**src/rtl/adder_accumulator_if.sv**
```systemverilog
// rtl/adder_accumulator_if.sv - sample/total handshake bundle for the adder accumulator stage
interface adder_accumulator_if #(
  parameter int WIDTH     = 4,
  parameter int ACC_WIDTH = 12
);
  // Upstream sample side
  logic                 i_valid;
  logic                 o_ready;
  logic [WIDTH-1:0]     i_S;
  logic                 i_carry;
  // Batch control
  logic                 i_clear;
  // Downstream total side
  logic                 o_valid;
  logic                 i_ready;
  logic [ACC_WIDTH-1:0] o_acc;
  logic                 o_ovf;
  logic                 o_busy;

  // The accumulator stage itself
  modport slave (
    input  i_valid, i_S, i_carry, i_clear, i_ready,
    output o_ready, o_valid, o_acc, o_ovf, o_busy
  );

  // The environment driving samples and consuming totals
  modport master (
    output i_valid, i_S, i_carry, i_clear, i_ready,
    input  o_ready, o_valid, o_acc, o_ovf, o_busy
  );
endinterface

```
**src/rtl/adder_accumulator.sv**
```systemverilog
// rtl/adder_accumulator.sv - batches COUNT {carry,sum} adder results into a wrapped total with overflow flag
module adder_accumulator #(
  parameter int WIDTH     = 4,
  parameter int ACC_WIDTH = 12,
  parameter int COUNT     = 8
) (
  input logic            i_clk,
  input logic            i_rst,
  adder_accumulator_if.slave bus
);

  // A counter that can hold COUNT itself, so COUNT==1 still gets a 1-bit counter.
  localparam int CNT_W = $clog2(COUNT + 1);
  // Count value seen in ACCUM just before the final sample of a batch is added.
  localparam logic [CNT_W-1:0] CNT_LAST = CNT_W'(COUNT - 1);
  localparam logic [CNT_W-1:0] CNT_ONE  = CNT_W'(1);

  typedef enum logic [1:0] {
    IDLE  = 2'd0,
    ACCUM = 2'd1,
    DONE  = 2'd2
  } state_t;

  state_t               state;
  logic [ACC_WIDTH-1:0] acc;
  logic [CNT_W-1:0]     cnt;
  logic                 ovf;
  logic                 valid_q;
  logic                 ready_q;
  logic                 busy_q;

  logic [ACC_WIDTH-1:0] sample;
  logic [ACC_WIDTH:0]   sum;
  logic                 accept;

  // Zero-extend the adder result {carry, sum}; it can never exceed WIDTH+1 bits.
  assign sample = ACC_WIDTH'({bus.i_carry, bus.i_S});

  // One bit wider than the accumulator so the wrap shows up as the top bit.
  assign sum = {1'b0, acc} + {1'b0, sample};

  // A sample is taken whenever we are not holding a finished total.
  assign accept = bus.i_valid & ready_q;

  // Batch FSM; flags follow the state so every output comes straight from a flop.
  always_ff @(posedge i_clk or posedge i_rst) begin
    if (i_rst) begin
      state   <= IDLE;
      acc     <= '0;
      cnt     <= '0;
      ovf     <= 1'b0;
      valid_q <= 1'b0;
      ready_q <= 1'b1;
      busy_q  <= 1'b0;
    end else if (bus.i_clear) begin
      // Abort wins over everything: drop the partial batch, any offered sample and any held total.
      state   <= IDLE;
      acc     <= '0;
      cnt     <= '0;
      ovf     <= 1'b0;
      valid_q <= 1'b0;
      ready_q <= 1'b1;
      busy_q  <= 1'b0;
    end else begin
      case (state)
        IDLE: begin
          if (accept) begin
            acc <= sample;
            cnt <= CNT_ONE;
            ovf <= 1'b0;
            if (COUNT == 1) begin
              state   <= DONE;
              valid_q <= 1'b1;
              ready_q <= 1'b0;
              busy_q  <= 1'b0;
            end else begin
              state   <= ACCUM;
              valid_q <= 1'b0;
              ready_q <= 1'b1;
              busy_q  <= 1'b1;
            end
          end
        end

        ACCUM: begin
          if (accept) begin
            acc <= sum[ACC_WIDTH-1:0];
            cnt <= cnt + CNT_ONE;
            // Sticky: once the batch has wrapped it stays flagged until the next batch starts.
            if (sum[ACC_WIDTH]) begin
              ovf <= 1'b1;
            end
            if (cnt == CNT_LAST) begin
              state   <= DONE;
              valid_q <= 1'b1;
              ready_q <= 1'b0;
              busy_q  <= 1'b0;
            end
          end
        end

        DONE: begin
          // Total and overflow stay frozen until taken; ovf survives into IDLE for late readers.
          if (bus.i_ready) begin
            state   <= IDLE;
            acc     <= '0;
            cnt     <= '0;
            valid_q <= 1'b0;
            ready_q <= 1'b1;
            busy_q  <= 1'b0;
          end
        end

        default: begin
          state   <= IDLE;
          acc     <= '0;
          cnt     <= '0;
          ovf     <= 1'b0;
          valid_q <= 1'b0;
          ready_q <= 1'b1;
          busy_q  <= 1'b0;
        end
      endcase
    end
  end

  assign bus.o_ready = ready_q;
  assign bus.o_valid = valid_q;
  assign bus.o_busy  = busy_q;
  assign bus.o_acc   = acc;
  assign bus.o_ovf   = ovf;

endmodule

```
**src/flat_wrapper.sv**
```systemverilog
// flat-port wrapper written by rule: the top's interface ports become plain ports
module adder_accumulator_flat 
#(
  parameter int WIDTH     = 4,
  parameter int ACC_WIDTH = 12,
  parameter int COUNT     = 8
)
  (i_clk, i_rst, bus_i_valid, bus_i_S, bus_i_carry, bus_i_clear, bus_i_ready, bus_o_ready, bus_o_valid, bus_o_acc, bus_o_ovf, bus_o_busy);
  adder_accumulator_if #(.WIDTH(WIDTH), .ACC_WIDTH(ACC_WIDTH)) bus_i ();
  input logic i_clk;
  input logic i_rst;
  input wire logic [$bits(bus_i.i_valid)-1:0] bus_i_valid;
  input wire logic [$bits(bus_i.i_S)-1:0] bus_i_S;
  input wire logic [$bits(bus_i.i_carry)-1:0] bus_i_carry;
  input wire logic [$bits(bus_i.i_clear)-1:0] bus_i_clear;
  input wire logic [$bits(bus_i.i_ready)-1:0] bus_i_ready;
  output wire logic [$bits(bus_i.o_ready)-1:0] bus_o_ready;
  output wire logic [$bits(bus_i.o_valid)-1:0] bus_o_valid;
  output wire logic [$bits(bus_i.o_acc)-1:0] bus_o_acc;
  output wire logic [$bits(bus_i.o_ovf)-1:0] bus_o_ovf;
  output wire logic [$bits(bus_i.o_busy)-1:0] bus_o_busy;
  assign bus_i.i_valid = bus_i_valid;
  assign bus_i.i_S = bus_i_S;
  assign bus_i.i_carry = bus_i_carry;
  assign bus_i.i_clear = bus_i_clear;
  assign bus_i.i_ready = bus_i_ready;
  assign bus_o_ready = bus_i.o_ready;
  assign bus_o_valid = bus_i.o_valid;
  assign bus_o_acc = bus_i.o_acc;
  assign bus_o_ovf = bus_i.o_ovf;
  assign bus_o_busy = bus_i.o_busy;
  adder_accumulator #(.WIDTH(WIDTH), .ACC_WIDTH(ACC_WIDTH), .COUNT(COUNT)) u_core (.i_clk(i_clk), .i_rst(i_rst), .bus(bus_i));
endmodule
```
**config.mk**
```make
export PLATFORM = sky130hd
export DESIGN_NAME = adder_accumulator_flat
export DESIGN_NICKNAME = d
export VERILOG_FILES = /design/src/rtl/adder_accumulator_if.sv /design/src/rtl/adder_accumulator.sv /design/src/flat_wrapper.sv
export SDC_FILE = /design/constraint.sdc
export NUM_CORES = 1
export LEC_CHECK = 0
export CORE_ASPECT_RATIO = 0.5
export CORE_MARGIN = 2
export CORE_UTILIZATION = 29
export CTS_CLUSTER_SIZE = 14
export DETAILED_ROUTE_END_ITERATION = 12
export PLACE_DENSITY_LB_ADDON = 0.3
export SYNTH_ARGS = -nofsm -noshare
export SYNTH_HDL_FRONTEND = slang
export SYNTH_SLANG_ARGS = --single-unit
```
**constraint.sdc**
```tcl
create_clock -name i_clk -period 1.9 [get_ports i_clk]
set_input_delay 0.475 -clock i_clk [delete_from_list [all_inputs] [get_ports i_clk]]
set_output_delay 0.475 -clock i_clk [all_outputs]
set_load 0.1 [all_outputs]
```
==> Word level (Yosys, flattened, before mapping) <==
Index checks and enable logic that the tools add are counted.
{ "totals": {"reg_bits": 22, "elab_cells": 57, "in_bits": 10, "out_inout_bits": 16} }
{ "op_classes": {"bitwise_logic": 1, "mux": 34, "n_reduce_logical": 4, "n_eq_ne": 9, "add_sub_neg": 2} }
{ "op_table": {"columns": ["cell", "count"], "rows": [
  ["12-bit 2-to-1 mux", 4],
  ["12-bit case mux with 3 select lines", 1],
  ["4-bit 2-to-1 mux", 4],
  ["1-bit 2-to-1 mux", 14],
  ["12-bit by 5-bit adder with 13-bit output", 1],
  ["3-bit by 2-bit != test with 1-bit output, second input constant", 4],
  ["1-bit case mux with 3 select lines", 4],
  ["4-bit case mux with 3 select lines", 1],
  ["2-bit 2-to-1 mux", 5],
  ["4-bit AND reduction", 2],
  ["2-bit case mux with 3 select lines", 1],
  ["4-bit by 1-bit adder with 4-bit output, second input constant", 1],
  ["4-bit by 3-bit == test with 1-bit output, second input constant", 1],
  ["3-bit != test, second input constant", 1],
  ["3-bit AND reduction", 1],
  ["2-bit by 1-bit == test with 1-bit output, second input constant", 1],
  ["2-bit == test, second input constant", 1],
  ["2-bit logical NOT", 1],
  ["2-bit != test, second input constant", 1],
  ["1-bit AND", 1]
]} }

==> Longest topological paths before layout <==
{ "depth": {"depth_word": 5, "depth_mapped": 7} }

==> Least setup slack after synthesis <==
No wires, ideal clock.
{ "synth_timing": {"kind": "register to register", "start": "reg u_core.acc[0] (netlist: u_core.bus.o_acc[0])", "end": "reg u_core.acc[10] (netlist: u_core.bus.o_acc[10])", "required_ns": 1.776, "t_arrival_ns": 2.312, "stages_incl_launch_ff": 8, "setup_time_ns": 0.124, "slack_ns": -0.536, "path_cell_list": "dfrtp_1 ha_1 fa_1 nand3_1 a21boi_0 o21a_1 a31o_2 o31a_1"} }
{ "synth_between": {"elab_chain_len": 4} }
{ "synth_lines": {"columns": ["element", "line", "rtl"], "rows": [
  ["start: declaration", "adder_accumulator.sv:25", "logic [ACC_WIDTH-1:0] acc;"],
  ["start signal: assignment", "adder_accumulator.sv:68", "acc <= sample;"],
  ["start signal: assignment", "adder_accumulator.sv:87", "acc <= sum[ACC_WIDTH-1:0];"],
  ["12-bit by 5-bit adder with 13-bit output", "adder_accumulator.sv:40", "assign sum = {1'b0, acc} + {1'b0, sample};"],
  ["12-bit 2-to-1 mux", "adder_accumulator.sv:86", "if (accept) begin"],
  ["12-bit case mux with 3 select lines", "adder_accumulator.sv:65", "case (state)"],
  ["12-bit 2-to-1 mux", "adder_accumulator.sv:55", "end else if (bus.i_clear) begin"]
]} }
No other way between the ends. The select of a mux whose other input is x is not followed.
A chain may end at the register's enable or synchronous reset.

==> Worst setup path after layout <==
{ "layout_timing": {"start": "reg u_core.acc[0] (netlist: u_core.bus.o_acc[0])", "end": "reg u_core.acc[8] (netlist: u_core.bus.o_acc[8])"} }
Same word-level chain as after synthesis.

==> summary.md <==
| Metric | Value |
|---|---|
| Vias per cell | `4.91` |
| Worst slew pin tran | `0.393 ns` |
| Vias in the first global route | `1197` |
| Setup Skew | `0.00206 ns` |
| Post-layout min period | `1.89 ns` |
| Max Buffers Root-to-Sink | `2` |
| Cts hold-fix bufs | `0` |
| Main combinational cell family by area after synthesis | `compound AO/OA/AOI/OAI gates` |
| DRT Pass-1 Iters | `4` |
| Pwr dens | `622 mW/mm^2` |
| Clock transition at the registers of the reported paths | `0.09 ns` |
| Fmax | `528 MHz` |
| Slew Viols, Final | `0` |
| Syn Inst Count | `142` |
| PnR Total Power | `1280 uW` |
| Top cells by area, synth | `dfrtp_1, o21ai_0, ha_1` |
| CORE AREA | `0.00432 mm^2` |
| Critical Path Most Common Cell | `o21ai_0` |
| Root buf cell | `clkbuf_8` |
| Avg WL per Cell | `13.4 um` |
| Worst r2r src | `u_core.bus.o_acc[0]$_DFFE_PP0P_` |
| EDFF count, synth | `0` |
| Rel. slew slack | `0.737` |
| Req. time, crit path | `2.10 ns` |
| Final Hold Viols | `0` |
| Unique masters post-synth | `42` |
| Cells along the critical path | `ha_4 > fa_2 > nand3_2 > a21boi_2 > buf_4 > o21ai_0 > o21ai_0 > a21oi_1` |
| Dominant cell type by area after synthesis | `dfrtp_1` |
| Avg Synthesized Cell Area | `9.01 um^2` |
| Post-synth top area share | `0.391` |
| Total gr overflow | `0` |
| Synth Area in XOR/XNOR | `0.0137` |
| Post-synthesis simple-gate area fraction | `0.217` |
| Unrepaired setup endpoints after global routing | `yes` |
| Placed Area | `0.00199 mm^2` |
| Finish-stage setup viols | `0` |
| Worst R2R Path Depth | `8` |
| DIE AREA | `0.00499 mm^2` |
| Initial Util | `0.296` |
| Clock Latency Late Sink | `0.27 ns` |
| Maximum VDD drop | `255 uV` |
| Post-detail-place hpwl | `2490 um` |
| First-pass GRT wire length | `5470 um` |
| DRC Markers | `0` |
| Result of the run | `complete, no violations` |
| Post-DRT Antenna Nets | `0` |
| Total number of vias | `1214` |
| Synth Cell Area | `0.00128 mm^2` |
| Top_reg_cell synth | `dfrtp_1` |
| Max incr delay on CP | `0.52 ns` |
| Post-layout net count | `208` |
| Critical path launch point type | `flop` |
| Placer Congestion | `0.787` |
| CTS tree | `done` |
| Total wire length | `3320 um` |
| DR iter-0 viols | `53` |
| Worst r2r dst | `u_core.bus.o_acc[8]$_DFFE_PP0P_` |
| Asr flop ratio synth | `1.00` |
| Rows | `17` |
| Share of layout cells above drive strength 1 | `0.379` |
| # diodes | `0` |
| Gr usage total | `0.137` |
| Buffers inserted by post-CTS timing repair | `0` |
| Initial antenna violation count | `0` |
| Synthesized Nets | `159` |
| Die height | `51.0 um` |
| Die W | `98.0 um` |
| Arr. time, crit path | `2.09 ns` |
| Critical path origin | `u_core.bus.o_acc[0]$_DFFE_PP0P_` |
| Clock sinks | `21` |
| Final Cell Area | `0.00205 mm^2` |
| Setup TNS | `0 ns` |
| H-tree Lvls | `1` |
| Worst min path class | `in -> async` |
| Pin count of the biggest net entering global routing | `18` |
| Yosys warning total | `0` |
| Synth Area in Adders | `0.0743` |
| Max cap viols | `0` |
| IO Port Bufs | `25` |
| Synth top cells by count | `dfrtp_1, nand2_1, o21ai_0` |
| IO Count | `26` |
| Synth Area in Compound Gates | `0.236` |
| Leakage | `0.000867 uW` |
| Num CTS Buffers | `3` |
| Final period utilization | `0.996` |
| Mux cell area share after synthesis | `0` |
| CP Max Fanout | `3` |
| Critical-path top delay cell | `dfrtp_4` |
| Worst Setup End Kind | `flop` |
| Area grow syn2layout | `60.2%` |
| Post-synthesis sequential area ratio | `0.412` |
| Setup CP Type | `reg -> reg` |
| Seq cells post-synth | `21` |
| R2R Setup Slk | `0.007 ns` |
cell usage in the layout (no fill, tap or decap), types with 2 or more instances in the layout:
| master | count |
|---|---|
| buf_4 | 22 |
| nand2_1 | 20 |
| buf_12 | 17 |
| o21ai_0 | 13 |
| dfrtp_1 | 11 |
| a21oi_1 | 10 |
| nor2_1 | 9 |
| inv_1 | 6 |
| dfrtp_2 | 5 |
| o21ai_1 | 4 |
| o211ai_1 | 4 |
| nand3_1 | 4 |
| ha_4 | 4 |
| dlygate4sd2_1 | 4 |
| clkdlybuf4s50_1 | 4 |
| dfrtp_4 | 4 |
| or4_1 | 3 |
| nor3_1 | 3 |
| a221o_1 | 3 |
| clkbuf_8 | 3 |
| nor2_2 | 2 |
| a31oi_1 | 2 |
| xnor2_1 | 2 |
| nand3_2 | 2 |
| o21a_1 | 2 |
| nor2b_1 | 2 |
metrics by stage:
step	setup slack, ns	std cells	utilization	hold slack [ns]
CTS	0.0216	247	0.471	0.438
global route	-0.0765	247	0.475	0.450
detailed placement	-0.466	243	0.462	0.495
floorplan	-0.0834	142	-	0.451
finish	0.00711	247	0.475	0.429
global placement	-0.427	243	0.462	0.495
how the worst max path moves through the flow:
stage	slack [ns]	endpoint	depth (start not counted)
4_1_cts	0.02	u_core.bus.o_acc[9]$_DFFE_PP0P_	7
3_5_place_dp	-0.47	u_core.bus.o_acc[9]$_DFFE_PP0P_	7
3_3_place_gp	-0.43	u_core.bus.o_acc[10]$_DFFE_PP0P_	8
2_1_floorplan	-0.08	u_core.bus.o_acc[9]$_DFFE_PP0P_	6
6_report	0.007	u_core.bus.o_acc[8]$_DFFE_PP0P_	8
5_1_grt	-0.08	u_core.bus.o_acc[6]$_DFFE_PP0P_	8
per-layer routing:
layer / share of wire / GRT usage / wire [um] / vias to the layer above
met5: 0 / 0 / 0 / -
met2: 0.48 / 0.235 / 1580 / 23
met4: 0.0075 / 0.0370 / 25 / 0
met3: 0.037 / 0.0274 / 123 / 4
li1: - / - / - / 619
met1: 0.48 / 0.178 / 1590 / 568
where the power goes:
group	switching, uW	total [uW]	internal (uW)
sequential	33.1	507	473
combinational	249	455	206
clock	168	314	147
registers in the layout (all words and copies together), names as in the netlist:
signal and flops:
u_core.bus.o_acc 12, u_core.state 2, u_core.cnt 4, u_core.bus.o_ready 1
u_core.bus.o_ovf 1, u_core.bus.o_valid 1
critical path, delay by kind of cell, from the launching register on:
| family | cells | cell delay, ns |
|---|---|---|
| flops | 1 | 0.52 |
| compound gates | 4 | 0.52 |
| fa+ha+maj | 2 | 0.56 |
| simple gates | 1 | 0.09 |
| buf+inv | 1 | 0.14 |
area by class of cell:
type,instances,area (um^2)
Clock buffer,3,41.3
Timing Repair Buffer,48,593
Fill cell,404,2270
Inverter,6,22.5
Multi-Input combinational cell,111,769
Sequential cell,21,548
Tap cell,57,71.3
Clock inverter,1,5.00
cell families (layout without fill, tap and decap cells):
| kind of cell | after synthesis | after routing |
|---|---|---|
| simple gates | 54 | 54 |
| compound gates | 48 | 48 |
| flops | 21 | 21 |
| buf+inv | 10 | 58 |
| fa+ha+maj | 7 | 7 |
| xor+xnor | 2 | 2 |
repair_timing:
| item | 4_1_cts | 5_1_grt |
|---|---|---|
| pin swaps | 3 | 3 |
| gates cloned | 0 | 0 |
| endpoints found under the setup margin | 8 | 7 |
| resized for setup | 4 | 5 |
No activity file was read; power rests on OpenSTA's default activity.
